--- src/rtl/pipe_defs_pkg.sv ---
// rtl/pipe_defs_pkg.sv - shared pipeline widths, constants, payload and state types
package pipe_defs_pkg;

    localparam int DATA_W = 32;
    localparam int ADDR_W = 5;

    localparam logic [DATA_W-1:0] ZERO_WORD    = '0;
    localparam logic [ADDR_W-1:0] NOP_REG_ADDR = '0;

    typedef struct packed {
        logic [ADDR_W-1:0] wd;
        logic              wreg;
        logic [DATA_W-1:0] wdata;
        logic [DATA_W-1:0] hi;
        logic [DATA_W-1:0] lo;
        logic              whilo;
    } wb_payload_t;

    typedef enum logic [1:0] {
        EMPTY = 2'd0,
        ONE   = 2'd1,
        FULL  = 2'd2
    } skid_state_t;

endpackage

--- src/rtl/mem_wb_skid_if.sv ---
// rtl/mem_wb_skid_if.sv - MEM to WB handshake bundle with flush and occupancy
interface mem_wb_skid_if
    import pipe_defs_pkg::*;
#(
    parameter int DW = DATA_W,
    parameter int AW = ADDR_W
);
    logic          flush;
    logic          in_valid;
    logic          in_ready;
    logic [AW-1:0] in_wd;
    logic          in_wreg;
    logic [DW-1:0] in_wdata;
    logic [DW-1:0] in_hi;
    logic [DW-1:0] in_lo;
    logic          in_whilo;
    logic          out_valid;
    logic          out_ready;
    logic [AW-1:0] out_wd;
    logic          out_wreg;
    logic [DW-1:0] out_wdata;
    logic [DW-1:0] out_hi;
    logic [DW-1:0] out_lo;
    logic          out_whilo;
    logic [1:0]    occupancy;

    modport master (
        output flush, in_valid, in_wd, in_wreg, in_wdata, in_hi, in_lo, in_whilo, out_ready,
        input  in_ready, out_valid, out_wd, out_wreg, out_wdata, out_hi, out_lo, out_whilo, occupancy
    );

    modport slave (
        input  flush, in_valid, in_wd, in_wreg, in_wdata, in_hi, in_lo, in_whilo, out_ready,
        output in_ready, out_valid, out_wd, out_wreg, out_wdata, out_hi, out_lo, out_whilo, occupancy
    );
endinterface

--- src/rtl/wb_payload_reg.sv ---
// rtl/wb_payload_reg.sv - load-enabled payload register with synchronous clear
module wb_payload_reg
    import pipe_defs_pkg::*;
#(
    parameter type      payload_t = wb_payload_t,
    parameter payload_t CLR_VAL   = '0
) (
    input  logic     clk,
    input  logic     clr,
    input  logic     load,
    input  payload_t d,
    output payload_t q
);

    always_ff @(posedge clk) begin
        if (clr) begin
            q <= CLR_VAL;
        end else if (load) begin
            q <= d;
        end
    end

endmodule

--- src/rtl/mem_wb_skid.sv ---
// rtl/mem_wb_skid.sv - MEM to WB stage with two-entry skid buffer, flush and occupancy
module mem_wb_skid
    import pipe_defs_pkg::*;
#(
    parameter int DATA_W = pipe_defs_pkg::DATA_W,
    parameter int ADDR_W = pipe_defs_pkg::ADDR_W
) (
    input  logic          clk,
    input  logic          rst,
    mem_wb_skid_if.slave  bus
);

    typedef struct packed {
        logic [ADDR_W-1:0] wd;
        logic              wreg;
        logic [DATA_W-1:0] wdata;
        logic [DATA_W-1:0] hi;
        logic [DATA_W-1:0] lo;
        logic              whilo;
    } payload_t;

    localparam payload_t RST_VAL = '{
        wd:    ADDR_W'(NOP_REG_ADDR),
        wreg:  1'b0,
        wdata: DATA_W'(ZERO_WORD),
        hi:    DATA_W'(ZERO_WORD),
        lo:    DATA_W'(ZERO_WORD),
        whilo: 1'b0
    };

    skid_state_t state_q, state_d;
    logic        in_ready_q, out_valid_q;
    logic [1:0]  occ_q;
    logic        push, pop;
    logic        load_main, load_skid, main_from_skid, clr;
    payload_t    in_pl, main_d, main_q, skid_q;

    assign push  = bus.in_valid & in_ready_q;
    assign pop   = out_valid_q & bus.out_ready;
    assign clr   = rst | bus.flush;
    assign in_pl = '{wd: bus.in_wd, wreg: bus.in_wreg, wdata: bus.in_wdata,
                     hi: bus.in_hi, lo: bus.in_lo, whilo: bus.in_whilo};

    always_comb begin
        state_d        = state_q;
        load_main      = 1'b0;
        load_skid      = 1'b0;
        main_from_skid = 1'b0;
        if (bus.flush) begin
            state_d = EMPTY;
        end else begin
            unique case (state_q)
                EMPTY: begin
                    if (push) begin
                        state_d   = ONE;
                        load_main = 1'b1;
                    end
                end
                ONE: begin
                    if (push && pop) begin
                        load_main = 1'b1;
                    end else if (push) begin
                        state_d   = FULL;
                        load_skid = 1'b1;
                    end else if (pop) begin
                        state_d = EMPTY;
                    end
                end
                FULL: begin
                    if (pop) begin
                        state_d        = ONE;
                        load_main      = 1'b1;
                        main_from_skid = 1'b1;
                    end
                end
                default: state_d = EMPTY;
            endcase
        end
    end

    assign main_d = main_from_skid ? skid_q : in_pl;

    // Handshake flags are registered from the next state so in_ready never sees out_ready combinationally
    always_ff @(posedge clk) begin
        if (rst) begin
            state_q     <= EMPTY;
            in_ready_q  <= 1'b1;
            out_valid_q <= 1'b0;
            occ_q       <= 2'd0;
        end else begin
            state_q     <= state_d;
            in_ready_q  <= (state_d != FULL);
            out_valid_q <= (state_d != EMPTY);
            occ_q       <= (state_d == FULL) ? 2'd2 : (state_d == ONE) ? 2'd1 : 2'd0;
        end
    end

    wb_payload_reg #(.payload_t(payload_t), .CLR_VAL(RST_VAL)) u_main (
        .clk  (clk),
        .clr  (clr),
        .load (load_main),
        .d    (main_d),
        .q    (main_q)
    );

    wb_payload_reg #(.payload_t(payload_t), .CLR_VAL(RST_VAL)) u_skid (
        .clk  (clk),
        .clr  (clr),
        .load (load_skid),
        .d    (in_pl),
        .q    (skid_q)
    );

    assign bus.in_ready  = in_ready_q;
    assign bus.out_valid = out_valid_q;
    assign bus.occupancy = occ_q;
    assign bus.out_wd    = main_q.wd;
    assign bus.out_wdata = main_q.wdata;
    assign bus.out_hi    = main_q.hi;
    assign bus.out_lo    = main_q.lo;
    // Enables are masked so WB can use them directly
    assign bus.out_wreg  = main_q.wreg & out_valid_q;
    assign bus.out_whilo = main_q.whilo & out_valid_q;

endmodule

--- src/flat_wrapper.sv ---
// flat-port wrapper written by rule: the top's interface ports become plain ports
module mem_wb_skid_flat import pipe_defs_pkg::*;
#(
    parameter int DATA_W = pipe_defs_pkg::DATA_W,
    parameter int ADDR_W = pipe_defs_pkg::ADDR_W
)
  (clk, rst, bus_flush, bus_in_valid, bus_in_wd, bus_in_wreg, bus_in_wdata, bus_in_hi, bus_in_lo, bus_in_whilo, bus_out_ready, bus_in_ready, bus_out_valid, bus_out_wd, bus_out_wreg, bus_out_wdata, bus_out_hi, bus_out_lo, bus_out_whilo, bus_occupancy);
  mem_wb_skid_if #(.DW(32), .AW(5)) bus_i ();
  input  logic clk;
  input  logic rst;
  input wire logic [$bits(bus_i.flush)-1:0] bus_flush;
  input wire logic [$bits(bus_i.in_valid)-1:0] bus_in_valid;
  input wire logic [$bits(bus_i.in_wd)-1:0] bus_in_wd;
  input wire logic [$bits(bus_i.in_wreg)-1:0] bus_in_wreg;
  input wire logic [$bits(bus_i.in_wdata)-1:0] bus_in_wdata;
  input wire logic [$bits(bus_i.in_hi)-1:0] bus_in_hi;
  input wire logic [$bits(bus_i.in_lo)-1:0] bus_in_lo;
  input wire logic [$bits(bus_i.in_whilo)-1:0] bus_in_whilo;
  input wire logic [$bits(bus_i.out_ready)-1:0] bus_out_ready;
  output wire logic [$bits(bus_i.in_ready)-1:0] bus_in_ready;
  output wire logic [$bits(bus_i.out_valid)-1:0] bus_out_valid;
  output wire logic [$bits(bus_i.out_wd)-1:0] bus_out_wd;
  output wire logic [$bits(bus_i.out_wreg)-1:0] bus_out_wreg;
  output wire logic [$bits(bus_i.out_wdata)-1:0] bus_out_wdata;
  output wire logic [$bits(bus_i.out_hi)-1:0] bus_out_hi;
  output wire logic [$bits(bus_i.out_lo)-1:0] bus_out_lo;
  output wire logic [$bits(bus_i.out_whilo)-1:0] bus_out_whilo;
  output wire logic [$bits(bus_i.occupancy)-1:0] bus_occupancy;
  assign bus_i.flush = bus_flush;
  assign bus_i.in_valid = bus_in_valid;
  assign bus_i.in_wd = bus_in_wd;
  assign bus_i.in_wreg = bus_in_wreg;
  assign bus_i.in_wdata = bus_in_wdata;
  assign bus_i.in_hi = bus_in_hi;
  assign bus_i.in_lo = bus_in_lo;
  assign bus_i.in_whilo = bus_in_whilo;
  assign bus_i.out_ready = bus_out_ready;
  assign bus_in_ready = bus_i.in_ready;
  assign bus_out_valid = bus_i.out_valid;
  assign bus_out_wd = bus_i.out_wd;
  assign bus_out_wreg = bus_i.out_wreg;
  assign bus_out_wdata = bus_i.out_wdata;
  assign bus_out_hi = bus_i.out_hi;
  assign bus_out_lo = bus_i.out_lo;
  assign bus_out_whilo = bus_i.out_whilo;
  assign bus_occupancy = bus_i.occupancy;
  mem_wb_skid #(.DATA_W(DATA_W), .ADDR_W(ADDR_W)) u_core (.clk(clk), .rst(rst), .bus(bus_i));
endmodule
--- config.mk ---
export PLATFORM = sky130hd
export DESIGN_NAME = mem_wb_skid_flat
export DESIGN_NICKNAME = d
export VERILOG_FILES = /design/src/rtl/pipe_defs_pkg.sv /design/src/rtl/mem_wb_skid_if.sv /design/src/rtl/wb_payload_reg.sv /design/src/rtl/mem_wb_skid.sv /design/src/flat_wrapper.sv
export SDC_FILE = /design/constraint.sdc
export NUM_CORES = 1
export LEC_CHECK = 0
export CAP_MARGIN = 10
export CORE_MARGIN = 5
export CORE_UTILIZATION = 46
export CTS_CLUSTER_SIZE = 40
export DETAILED_ROUTE_END_ITERATION = 7
export GPL_TIMING_DRIVEN = 0
export PLACE_DENSITY = 0.79
export SLEW_MARGIN = 20
export SYNTH_ARGS = -nofsm -noshare
export SYNTH_HDL_FRONTEND = slang
export SYNTH_HIERARCHICAL = 1
export SYNTH_SLANG_ARGS = --single-unit
export TNS_END_PERCENT = 30
--- constraint.sdc ---
create_clock -name clk -period 1.5 [get_ports clk]
set_clock_uncertainty 0.1 [all_clocks]
set_input_delay 0.375 -clock clk [delete_from_list [all_inputs] [get_ports clk]]
set_output_delay 0.375 -clock clk [all_outputs]
set_load 0.005 [all_outputs]
==> results.yml <==
route:
  wl_per_cell_microns: 16.7
  ant_nets: 0
  num_vias: 6551
  drc: 0
  viasPerCell: 4.83
  wl_microns: 22600
  first_pass_iters: 5
  drt_iter0_markers: 179
cells_and_area:
  syn2layout_area_growth_pct: 38.7
  diodes: 0
  drive_gt1_share_pct: 31.1
  nets: 1176
  multi_input_area_sq_mm: 0.00447
  register_area_sq_mm: 0.00431
  nFillCells: 1571
  utilization_pct: 64.4
  design_area_sq_mm: 0.0129
clock_network:
  clock_path_buffers: 3
  clk_root_buffer_cell: "clkbuf_16"
  clk_latency_ns: 0.50
  cts_tree: "done"
  cts_max_level: 1
  cts_sinks: 212
  cts_buffers: 24
  clk_pin_slew_ns: 0.06
setup_path:
  path_depth: 7
  crit_chain: "nand4b_4 -> nor2_4 -> buf_12 -> buf_12 -> mux2_4 -> mux2i_1 -> nor2_1"
  end_kind: "flop"
  cp_max_fo: 10
  endpoint: "u_core/u_main/q[39]"
  cpMostUsedCell: "buf_12"
  r2r-start: "u_core/state_q[0]"
  timing.critical_path.slowest_stage_cell: "dfxtp_4"
  setup.worst_path.start: "u_core/state_q[0]"
  r2r_slack_ns: -0.36
  r2r_end: "u_core/u_main/q[39]"
  worstSetupPathType: "reg2reg"
  cp.arrival_ns: 2.14
  worst_ep_required_time_ns: 1.78
  crit_family: "multiplexers"
  critPathMaxStageDelay_ns: 0.36
  rr_worst_depth: 7
  start_kind: "flop"
  crit_buf_inv: 2
run:
  drv_cap: 0
die:
  die_h_microns: 152
  dieArea_sq_mm: 0.0232
  rows: 52
  die_x_microns: 152
  num_io_pins: 215
  initial_utilization_pct: 46.4
  coreArea_sq_mm: 0.0201
logic_synthesis:
  yosysWarningCount: 6
  yosys.area.top_type: "dfxtp_1"
  synth_ff_type: "dfxtp_1"
  synth_edf_count: 0
  synth_top_area_share_pct: 45.5
  synth.most_common_cell: "dfxtp_1"
  synth-seq-cells: 212
  synth_cell_types: 24
  syn-cell-area_sq_mm: 0.00933
  synthArstFlopShare_pct: 0
  synth_seq_area_share_pct: 45.5
  postSynthAreaPerCell_sq_um: 11.5
  syn_nets: 916
  netlist_instances: 808
  synthTopCellsByArea: "dfxtp_1 (45%), mux2i_1 (22%), mux2_4 (11%)"
  ys_top_cells_by_count: "dfxtp_1 (212), mux2i_1 (207), nor2_1 (206)"
power:
  pwr_density_cell_mw_per_mm2: 1000
  power.share.clock_pct: 45.3
  ir_worst_vdd_mv: 0.864
  power.internal_w: 0.0101
  power_switching_w: 0.00285
  switching_share_pct: 21.9
  p_seq_share_pct: 44.3
  p_total_w: 0.0130
  p_leak_nw: 5.66
  p_comb_share_pct: 10.3
status:
  status: "complete, but fails checks"
  violations: "setup timing"
global_route:
  grt_max_degree: 15
  antenna_found_initial: 1
  grt_pass1_wl_microns: 35000
  grt.total_usage_pct: 17.9
  overflow: 0
  grt_pass1_vias: 6627
placed_design:
  io_buffers: 214
  dp_hpwl_microns: 15300
  placed_area_sq_mm: 0.0118
  gp_congestion: 0.732
timing:
  relSlewSlack_pct: 68.4
  fin_ws_ns: -0.363
  timing.hold.ws_ns: 0.379
  setup_viol: 208
  max_freq_ghz: 0.537
  finalCritPeriodShare_pct: 124
  period_needed_ns: 1.86
  slew_violations: 0
  finalHoldViolCount: 0
  rsz0062_at_grt: "yes"
  worst_pin_slew_ns: 0.474
min_path:
  hp-class: "reg2reg"
  whs_path_depth: 2
  hold_start: "u_core/u_main/q[86]"
-- layout by cell type (no fill, tap or decap), types with 2 or more instances in the layout --
cell type | synthesis | layout
and4b_1 | 2 | 2
buf_6 | 0 | 9
buf_4 | 11 | 13
nor2_1 | 206 | 206
buf_12 | 24 | 24
dlymetal6s2s_1 | 0 | 43
clkbuf_16 | 0 | 38
buf_2 | 2 | 31
dfxtp_1 | 212 | 166
mux2_4 | 70 | 70
clkbuf_2 | 0 | 46
mux2i_2 | 0 | 5
bufinv_16 | 0 | 3
and2_1 | 3 | 2
dfxtp_2 | 0 | 43
mux2_2 | 33 | 33
nor3_1 | 2 | 2
clkinv_2 | 0 | 9
mux2i_1 | 207 | 201
clkdlybuf4s50_1 | 0 | 105
nand2_1 | 3 | 3
clkbuf_1 | 21 | 10
dfxtp_4 | 0 | 3
-- sequential cells by signal, summed over array words and instances, names as in the netlist --
signal,flops
u_core/u_main/q,103
u_core/u_skid/q,103
u_core/bus.occupancy,2
u_core/state_q,2
u_core/bus.in_ready,1
u_core/bus.out_valid,1
-- cells by family after synthesis --
group / share of synthesized area (%)
multiplexers: 37.5
AND/OR/NAND/NOR: 9.68
flip-flops: 45.5
buffers and inverters: 6.99
AO/OA/AOI/OAI: 0.362
-- power groups by stage --
stage | Clock [W] | Combinational (W) | Sequential (W)
after floorplan | 0 | 0.000680 | 0.00588
after global placement | 0 | 0.00125 | 0.00588
after detailed placement | 0 | 0.00127 | 0.00588
after CTS | 0.00604 | 0.00125 | 0.00576
after global routing | 0.00630 | 0.00144 | 0.00577
final | 0.00589 | 0.00134 | 0.00576
-- worst min path at each step --
stage / to / slack, ns
6_report: u_core/u_main/q[86] / 0.38
3_3_place_gp: u_core/u_skid/q[12] / 0.37
3_5_place_dp: u_core/u_skid/q[15] / 0.38
4_1_cts: u_core/u_main/q[84] / 0.39
5_1_grt: u_core/u_main/q[80] / 0.40
2_1_floorplan: u_core/u_main/q[97] / 0.35
-- tightest hold or removal path, cell delays in order, from the launching register on --
cell	delay, ns
dfxtp_2	0.32
mux2i_1	0.06
nor2_1	0.07
-- per-layer routing --
layer	vias up	wire (microns)	global-route usage, %
li1	3278	-	-
met3	38	1770	6.39
met1	3059	9740	22.4
met4	2	430	3.98
met5	-	20	0
met2	174	10700	29.8
-- cell type report --
class                      count  share of cell area [%]
multi-input combinational    538                    34.6
sequential                   212                    33.3
timing repair buffer         234                    17.9
buffer                        58                    5.44
clock buffer                  30                    5.06
tap                          270                    2.61
clock inverter                13                    1.11
-- timing repair --
action                                  in CTS  in global routing
endpoints found under the setup margin     316                292
pin swaps                                    0                  9
cloned                                       0                 13
hold endpoints to repair                     0                  0
hold buffers                                 0                  0
resized for setup                          176                179
buffers inserted                             2                  5
-- per-stage QoR --
stage          cells  setup TNS [ns]  setup WS (ns)
2_1_floorplan    808          -20.30         -0.136
3_3_place_gp    1292         -229.99          -1.31
3_5_place_dp    1292         -233.76          -1.31
4_1_cts         1337          -72.11         -0.352
5_1_grt         1355          -65.80         -0.423
6_report        1355          -50.80         -0.363
(Power assumes the default switching activity.)
==> RTL change (config.mk and constraints unchanged) <==
Encoding of `skid_state_t`: now one-hot (3 bits for 3 states).
--- a/src/rtl/pipe_defs_pkg.sv
+++ b/src/rtl/pipe_defs_pkg.sv
@@ -16,10 +16,10 @@
         logic              whilo;
     } wb_payload_t;
 
-    typedef enum logic [1:0] {
-        EMPTY = 2'd0,
-        ONE   = 2'd1,
-        FULL  = 2'd2
+    typedef enum logic [2:0] {
+        EMPTY = 3'b001,
+        ONE   = 3'b010,
+        FULL  = 3'b100
     } skid_state_t;
 
 endpackage
Check against the original RTL: same outputs for any inputs over 4 cycles, from zero or initial values and one cycle with rst high; so few cycles prove little.
==> RTL change against the unedited design <==
The flow still finishes with violations (negative setup slack); routed wire length up 5.6%; design area up 2.4%; sequential share of layout area down 0.29 points; sequential cell count up 1; non-clock buffer count up 22; setup slack worse by 0.40 ns; total power up 2.1%; synthesized area up 0.12%; critical path type unchanged.
==> RTL change: results (changes against the unedited design) <==
status: "finished with violations"
violations: "negative setup slack"
clk_share_pct: 6.433  # +0.26 points
use_met3_pct: 6.248  # -0.14 points
synth.area.top_cells: "dfxtp_1, mux2i_1, mux2_4"
multiInputGateArea_sq_mm: 0.004499  # +0.56%
cts_setup_buffers: 22  # +20
grt_use_met1_pct: 24.11  # +1.7 points
n_antenna_cell: 2  # +2
drtIter0Drc: 194  # +8.4%
n_clock_buffer: 34  # +13%
dpl.hpwl_mm: 15.40  # +0.96%
synth_xor_area_share_pct: 0.09378  # +0.094 points
clockBufferDepth: 3  # unchanged
layout-drive-gt1-share_pct: 37.46  # +6.4 points
firstDrtPassIters: 4  # -1
yosys-top-cells-count: "dfxtp_1, nor2_1, mux2i_1"
fin_nets: 1206  # +2.6%
syn_nets: 925  # +0.98%
worst_slack_ns: -0.7648  # -0.4013 ns
dieArea_sq_mm: 0.02325  # +0.11%
use_met2_pct: 32.45  # +2.6 points
syn_avg_cell_area_sq_um: 11.43  # -0.98%
fin_area_sq_mm: 0.01325  # +2.4%
multi_input_comb_cells: 545  # +1.3%
min_path_type: "in -> reg"
synth.yosys.seq_area_share_pct: 45.66  # +0.16 points
cts_resized: 478  # +170%
wl_per_cell_um: 17.22  # +3.1%
muxShareOfSynthArea_pct: 36.87  # -0.59 points
synth_cell_types: 30  # +25%
grt_max_degree: 16  # +1
via_count: 6772  # +3.4%
leakagePower_nw: 5.301  # -6.3%
grt_pass1_vias: 7030  # +6.1%
cp_max_fo: 6  # -4
critical-path-top-delay-family: "simple AND/OR/NAND/NOR gates"
synth_compound_area_share_pct: 0.6967  # +0.33 points
reg_top3: "u_core/u_main/q: 103 flops, u_core/u_skid/q: 103 flops, u_core/state_q: 3 flops"
finalWeightedCongestion: 0.7726  # +5.5%
n_all_buffers: 314  # +7.5%
grtUsageTotal_pct: 19.10  # +1.2 points
setup_tns_ns: -116.91  # -66.11 ns
crit_slowest_cell: "or3_4"
via_per_inst: 4.879  # +0.92%
yosysWarnings: 6  # unchanged
setup_viol: 210  # +0.96%
antenna_found_initial: 2  # +1
dp.cells: 1301  # +0.70%
postPlaceCellArea_sq_mm: 0.01184  # +0.21%
buf_share_pct: 23.99  # +0.67 points
ys_ff_latch: 213  # +0.47%
pre_cts_slack_ns: -1.478  # -0.1677 ns
vdd_ir_drop_max_mv: 0.7649  # -11%
grt_pass1_wl_mm: 37.18  # +6.3%
fillCellCount: 1515  # -3.6%
seq_area_sq_mm: 0.004373  # +1.5%
maxSlewHeadroom_pct: 66.12  # -2.3 points
-- RTL change: final timing paths --
path,start,end,slack [ns],depth (start not counted)
setup reg to reg,u_core/state_q[1]$_SDFF_PP0_,u_core/u_main/q[31]$_SDFFE_PP0P_,-0.76,11
hold / removal,bus_out_ready,u_core/state_q[2]$_SDFF_PP0_,0.23,3
setup / recovery,u_core/state_q[1]$_SDFF_PP0_,u_core/u_main/q[31]$_SDFFE_PP0P_,-0.76,11
hold reg to reg,u_core/u_main/q[96]$_SDFFE_PP0P_,u_core/u_main/q[96]$_SDFFE_PP0P_,0.38,2
-- RTL change: report_power, final --
part	switching [mW]	leakage [nW]	internal, mW	total [mW]
sequential	0.0364	1.76	5.73	5.76
combinational	0.493	3.12	0.792	1.28
clock	2.28	0.419	3.93	6.21
-- RTL change: routing by layer --
metal	routed length, um	up-vias
li1	-	3356
met1	10520	3213
met2	11470	177
met3	1624	26
met4	296	0
met5	0	-
